==> src/rtl/game_flow_ctrl_if.sv <==
// rtl/game_flow_ctrl_if.sv - pointer/hit-test inputs and game-state outputs of game_flow_ctrl
interface game_flow_ctrl_if #(
    parameter int TIME_W = 12,
    parameter int LVL_W  = 2
);
    logic              mouse_left;
    logic [3:0]        mouse_on_btn;
    logic              board_valid;
    logic              entry_wrong;
    logic [2:0]        state;
    logic              game_init;
    logic [LVL_W-1:0]  level;
    logic [TIME_W-1:0] elapsed_sec;
    logic [3:0]        mistakes;
    logic              state_chg;

    modport master (
        output mouse_left, mouse_on_btn, board_valid, entry_wrong,
        input  state, game_init, level, elapsed_sec, mistakes, state_chg
    );

    modport slave (
        input  mouse_left, mouse_on_btn, board_valid, entry_wrong,
        output state, game_init, level, elapsed_sec, mistakes, state_chg
    );
endinterface

==> src/rtl/game_flow_ctrl.sv <==
// rtl/game_flow_ctrl.sv - game state sequencer with click decode, difficulty, seconds timer and mistake limit
module game_flow_ctrl #(
    parameter int CLK_HZ       = 100000000,
    parameter int TIME_W       = 12,
    parameter int LEVELS       = 3,
    parameter int LVL_W        = 2,
    parameter int MAX_MISTAKES = 3
) (
    input  logic           clk,
    input  logic           rst_n,
    game_flow_ctrl_if.slave bus
);
    localparam int PRE_W = (CLK_HZ > 1) ? $clog2(CLK_HZ) : 1;
    localparam logic [PRE_W-1:0] PRE_LAST = PRE_W'(CLK_HZ - 1);
    localparam logic [LVL_W-1:0] LVL_LAST = LVL_W'(LEVELS - 1);
    localparam logic [3:0]       MIS_MAX  = 4'(MAX_MISTAKES);
    localparam logic [3:0]       MIS_PRE  = 4'(MAX_MISTAKES - 1);

    typedef enum logic [2:0] {
        S_MENU  = 3'd0,
        S_PLAY  = 3'd1,
        S_PAUSE = 3'd2,
        S_WIN   = 3'd3,
        S_LOSE  = 3'd4
    } state_t;

    state_t            state_q, state_d;
    logic              ml_q, ml_d;
    logic [3:0]        cap_q, cap_d;
    logic [3:0]        click_q, click_d;
    logic [LVL_W-1:0]  level_q, level_d;
    logic [TIME_W-1:0] sec_q, sec_d;
    logic [3:0]        mis_q, mis_d;
    logic [PRE_W-1:0]  presc_q, presc_d;
    logic              init_q, init_d;
    logic              chg_q, chg_d;

    always_comb begin
        ml_d    = bus.mouse_left;
        cap_d   = cap_q;
        click_d = '0;
        // A click needs press and release on the same button; dragging off cancels it.
        if (bus.mouse_left && !ml_q) begin
            cap_d = bus.mouse_on_btn;
        end else if (!bus.mouse_left && ml_q) begin
            click_d = cap_q & bus.mouse_on_btn;
            cap_d   = '0;
        end

        state_d = state_q;
        level_d = level_q;
        sec_d   = sec_q;
        mis_d   = mis_q;
        presc_d = presc_q;
        case (state_q)
            S_MENU: begin
                if (click_q[0]) begin
                    state_d = S_PLAY;
                    sec_d   = '0;
                    mis_d   = '0;
                    presc_d = '0;
                end else if (click_q[3]) begin
                    level_d = (level_q == LVL_LAST) ? '0 : level_q + 1'b1;
                end
            end
            S_PLAY: begin
                if (bus.entry_wrong && mis_q != MIS_MAX) mis_d = mis_q + 1'b1;
                if (presc_q == PRE_LAST) begin
                    presc_d = '0;
                    if (!(&sec_q)) sec_d = sec_q + 1'b1;
                end else begin
                    presc_d = presc_q + 1'b1;
                end
                if (bus.board_valid)                          state_d = S_WIN;
                else if (bus.entry_wrong && mis_q == MIS_PRE) state_d = S_LOSE;
                else if (click_q[2])                          state_d = S_PAUSE;
            end
            S_PAUSE: begin
                if (click_q[2])      state_d = S_PLAY;
                else if (click_q[1]) state_d = S_MENU;
            end
            S_WIN, S_LOSE: begin
                if (click_q[1]) state_d = S_MENU;
            end
            default: state_d = S_MENU;
        endcase

        init_d = (state_d == S_MENU) || (state_d == S_WIN) || (state_d == S_LOSE);
        chg_d  = (state_d != state_q);
    end

    always_ff @(posedge clk) begin
        if (!rst_n) begin
            state_q <= S_MENU;
            ml_q    <= 1'b0;
            cap_q   <= '0;
            click_q <= '0;
            level_q <= '0;
            sec_q   <= '0;
            mis_q   <= '0;
            presc_q <= '0;
            init_q  <= 1'b1;
            chg_q   <= 1'b0;
        end else begin
            state_q <= state_d;
            ml_q    <= ml_d;
            cap_q   <= cap_d;
            click_q <= click_d;
            level_q <= level_d;
            sec_q   <= sec_d;
            mis_q   <= mis_d;
            presc_q <= presc_d;
            init_q  <= init_d;
            chg_q   <= chg_d;
        end
    end

    assign bus.state       = state_q;
    assign bus.game_init   = init_q;
    assign bus.level       = level_q;
    assign bus.elapsed_sec = sec_q;
    assign bus.mistakes    = mis_q;
    assign bus.state_chg   = chg_q;
endmodule

==> src/flat_wrapper.sv <==
// flat-port wrapper written by rule: the top's interface ports become plain ports
module game_flow_ctrl_flat 
#(
    parameter int CLK_HZ       = 100000000,
    parameter int TIME_W       = 12,
    parameter int LEVELS       = 3,
    parameter int LVL_W        = 2,
    parameter int MAX_MISTAKES = 3
)
  (clk, rst_n, bus_mouse_left, bus_mouse_on_btn, bus_board_valid, bus_entry_wrong, bus_state, bus_game_init, bus_level, bus_elapsed_sec, bus_mistakes, bus_state_chg);
  game_flow_ctrl_if #(.TIME_W(TIME_W), .LVL_W(LVL_W)) bus_i ();
  input  logic clk;
  input  logic rst_n;
  input wire logic [$bits(bus_i.mouse_left)-1:0] bus_mouse_left;
  input wire logic [$bits(bus_i.mouse_on_btn)-1:0] bus_mouse_on_btn;
  input wire logic [$bits(bus_i.board_valid)-1:0] bus_board_valid;
  input wire logic [$bits(bus_i.entry_wrong)-1:0] bus_entry_wrong;
  output wire logic [$bits(bus_i.state)-1:0] bus_state;
  output wire logic [$bits(bus_i.game_init)-1:0] bus_game_init;
  output wire logic [$bits(bus_i.level)-1:0] bus_level;
  output wire logic [$bits(bus_i.elapsed_sec)-1:0] bus_elapsed_sec;
  output wire logic [$bits(bus_i.mistakes)-1:0] bus_mistakes;
  output wire logic [$bits(bus_i.state_chg)-1:0] bus_state_chg;
  assign bus_i.mouse_left = bus_mouse_left;
  assign bus_i.mouse_on_btn = bus_mouse_on_btn;
  assign bus_i.board_valid = bus_board_valid;
  assign bus_i.entry_wrong = bus_entry_wrong;
  assign bus_state = bus_i.state;
  assign bus_game_init = bus_i.game_init;
  assign bus_level = bus_i.level;
  assign bus_elapsed_sec = bus_i.elapsed_sec;
  assign bus_mistakes = bus_i.mistakes;
  assign bus_state_chg = bus_i.state_chg;
  game_flow_ctrl #(.CLK_HZ(CLK_HZ), .TIME_W(TIME_W), .LEVELS(LEVELS), .LVL_W(LVL_W), .MAX_MISTAKES(MAX_MISTAKES)) u_core (.clk(clk), .rst_n(rst_n), .bus(bus_i));
endmodule
==> config.mk <==
export PLATFORM = sky130hd
export DESIGN_NAME = game_flow_ctrl_flat
export DESIGN_NICKNAME = d
export VERILOG_FILES = /design/src/rtl/game_flow_ctrl_if.sv /design/src/rtl/game_flow_ctrl.sv /design/src/flat_wrapper.sv
export SDC_FILE = /design/constraint.sdc
export NUM_CORES = 1
export LEC_CHECK = 0
export ABC_AREA = 0
export CAP_MARGIN = 20
export CORE_ASPECT_RATIO = 2
export CORE_MARGIN = 3
export CORE_UTILIZATION = 46
export CTS_BUF_LIST = sky130_fd_sc_hd__clkbuf_16
export CTS_CLUSTER_SIZE = 16
export DETAILED_ROUTE_END_ITERATION = 6
export GPL_ROUTABILITY_DRIVEN = 0
export PLACE_DENSITY = 0.76
export SLEW_MARGIN = 20
export SYNTH_ARGS = -nofsm -noshare
export SYNTH_HDL_FRONTEND = slang
export SYNTH_SLANG_ARGS = --single-unit
==> constraint.sdc <==
create_clock -name clk -period 4.2 [get_ports clk]
set_input_delay 0.84 -clock clk [delete_from_list [all_inputs] [get_ports clk]]
set_output_delay 0.84 -clock clk [all_outputs]
set_load 0.01 [all_outputs]
==> summary.txt <==
Clock tree
  • Resized cells post-CTS: 0
  • Setup repair bufs after CTS: 0
  • CTS Buf Count: 9
  • Hold buffer count at cts: 0
  • CTS tree: yes
  • CTS root buffer: clkbuf_16
  • Clock slew at reported path FFs: approximately 0.050 ns
  • H-tree Lvls: 3
  • Worst-Skew Late Latency: 0.33 ns
  • Clock Sinks: between 50 and 60
  • Max Root-Sink Buffers: 2

Floorplanning
  • Die H: around 120 um
  • Top-Level Pins: 32
  • Die ar.: between 7000 and 8000 um^2
  • Core area: between 6000 and 7000 um^2
  • Initial core utilization: between 40% and 50%
  • Die W: around 63 um
  • # rows: 40

Setup path
  • Worst reg2reg path depth: 6
  • Max FO, Critical Path: 25
  • Crit Path Class: in2reg
  • Arrival @ worst endpoint: approximately 3 ns
  • Reg-to-reg startpoint: u_core.bus.state[0]
  • Worst setup path start: rst_n
  • Startpoint types: primary input
  • CP required: between 4 and 5 ns
  • CP Capture Type: flop

Logic synthesis
  • Most used flip-flop cell after synthesis: dfxtp_1
  • Dominant cells by area after synthesis: dfxtp_1 40%, a21oi_1 6.1%, nand3_1 4.4%, nand2_1 4.2%, nand4_1 3.6%
  • Synth async-reset ratio: 0%
  • Mean Syn Cell Area: 8.26 um^2
  • Yosys warning total: 0
  • Area fraction of the dominant cell type after synthesis: 39.7%
  • Distinct cells, synth: 50
  • Synthesis-stage register bit count: slightly below 60
  • Post-synth EDFFs: 0
  • Synthesized net count: roughly 380
  • Mapped Area: about 3000 um^2
  • Yosys top cell by area: dfxtp_1
  • Sequential area share after synthesis: ~40%
  • Mapped Cells: 360

Timing
  • Setup_tns: 0 ns
  • Max Freq: around 0.37 GHz
  • Final hold vios: 0
  • Fin Hold WS: ~0.48 ns
  • Final Slew Violations: 0
  • Setup violators final: 0
  • Max_slew headroom: ~33%
  • RSZ-0062 raised after global routing: false
  • Final period utilization: 64.1%
  • Worst-margin pin slew: 1.01 ns
  • Final Critical Period: between 2 and 3 ns
  • Layout Skew: 0.00548 ns

Routing
  • # DRC: 0
  • Wirelength per Cell: about 15 um
  • Detailed Route Iter0 Violations: 128
  • DR top layer: met4
  • Routed wire length: 7460 um
  • Routed met2 length: between 4000 and 5000 um
  • Vias per cell: between 6 and 7
  • Metal3 WL: 325 um
  • DRT Pass-1 Iters: 5
  • Vias post-DR: 2907
  • Routed length on met1: ~2800 um
  • Final ANT Viol Nets: 0

Worst hold path
  • Min-delay src: u_core.presc_q[7]
  • Worst Hold Path Cells: 1
  • Type of the most critical hold path: reg2reg

Outcome
  • Status: finished, final reports clean

Power and ir drop
  • P per Cell Area: between 300 and 400 nW/um^2
  • Peak VDD IR: ~240 uV
  • Pwr Total: ~0.0012 W
  • Leakage: 1.18 nW

GRT
  • Initial antenna violation count: 0
  • Gr usage total: a little over a fifth
  • First-pass GRT wire length: 12800 um
  • Vias in the first global route: about 2.8k
  • Largest net degree at the start of global routing: 26
  • GR Overflow Total: 0

Place
  • Port bufs: 31
  • DPL Wire Length: 5470 um

Cells and area
  • Area Growth Syn to Fin: 21.8%
  • ANT cells: 0
  • Share of cells above drive strength 1: roughly 7.3%
  • Nets: 408

Run
  • MaxCap Viol Count: 0
==> per-layer routing <==
metal  track usage (%)  up-vias
met1              20.7     1377
li1                  -     1425
met3              6.46       23
met4              11.5        0
met2              39.1       82
met5                 0        -
==> area by class of cell <==
cell class / count / area (um^2)
clock buffers: 9 / 225
clock inverters: 7 / 28.8
fillers: 570 / 2530
inverters: 12 / 45.0
multi-input cells: 276 / 1700
flip-flops and latches: 59 / 1180
well taps: 84 / 105
repair buffers: 35 / 340
==> placed cells by master, fill, tap and decap left out, types with 3 or more instances in the layout <==
master           count
mux2i_1              5
and2_1               3
or3_1               12
a31oi_1             15
nor2_1              24
o31ai_1              5
and4_1               4
a41oi_1              3
dfxtp_1             59
or4_1                4
nand4_1             17
clkdlybuf4s50_1     31
nand2_1             33
nor3_1               6
nand2b_1             3
nor3b_1              4
nand3_1             26
clkbuf_16            9
buf_4                4
inv_1               14
a22oi_1              5
o21ai_0             20
xor2_1               4
ha_1                 6
and3_1               8
clkinv_1             3
o211ai_1             3
a21oi_1             35
==> critical path, stage by stage <==
cell and delay, ns:
clkdlybuf4s50_1 0.66, nand2_1 0.14, a21oi_2 0.76, buf_4 0.29, a21oi_1 0.07, o21ai_0 0.18
==> cells in the mapped netlist, types with 2 or more instances <==
cell	instances
nor4_4	2
o21bai_1	2
o31ai_1	5
o211ai_1	3
o21ai_0	20
mux2i_1	5
or3_1	12
or3b_2	2
and3_1	8
or4_1	4
nand4_1	17
and2_1	3
nor3_1	6
clkbuf_1	10
inv_1	11
a21oi_1	36
and4_1	4
dfxtp_1	59
nor3b_1	4
nand2b_1	3
nor2b_1	2
xor2_1	4
buf_2	2
ha_1	6
nor2_1	24
or3_2	2
xnor2_1	2
a221o_1	2
nand3_1	26
a41oi_1	3
nor4_1	2
nand2_1	33
a31oi_1	15
a22oi_1	5
==> power by group <==
part	switching [W]	total, W	internal [W]
clock	0.000246	0.000630	0.000385
combinational	0.0000209	0.0000352	0.0000143
sequential	0.00000191	0.000566	0.000564
==> final timing paths <==
path	slack, ns	endpoint
max reg2reg	1.52	u_core.presc_q[9]
max	1.51	u_core.presc_q[9]
min	0.48	u_core.presc_q[7]
min reg2reg	0.48	u_core.presc_q[7]
==> sequential cells by signal, indices dropped and copies added (netlist names) <==
signal	cells
u_core.bus.level	2
u_core.bus.state_chg	1
u_core.click_q	4
u_core.ml_q	1
u_core.bus.mistakes	4
u_core.bus.game_init	1
u_core.cap_q	4
u_core.presc_q	27
u_core.bus.state	3
u_core.bus.elapsed_sec	12
==> stage by stage <==
stage | cell area, um^2 | cells | util (%) | setup slack, ns
2_1_floorplan | 2970 | 360 | - | 1.99
3_3_place_gp | 3370 | 466 | 54.7 | 1.28
3_5_place_dp | 3370 | 466 | 54.7 | 1.20
4_1_cts | 3620 | 482 | 58.8 | 1.54
5_1_grt | 3620 | 482 | 58.8 | 1.27
6_report | 3620 | 482 | 58.8 | 1.51
==> cells by family (layout without fill, tap and decap cells) <==
| kind of cell | Yosys count | after routing | share of synthesized area [%] |
|---|---|---|---|
| multiplexers | 6 | 6 | 2.06 |
| AND/OR/NAND/NOR | 160 | 160 | 30.2 |
| XOR/XNOR | 6 | 6 | 1.77 |
| buffers and inverters | 25 | 63 | 3.37 |
| adder cells (fa/ha/maj) | 6 | 6 | 2.53 |
| flip-flops | 59 | 59 | 39.7 |
| AO/OA/AOI/OAI | 98 | 98 | 20.4 |
No activity file was read; power rests on OpenSTA's default activity.
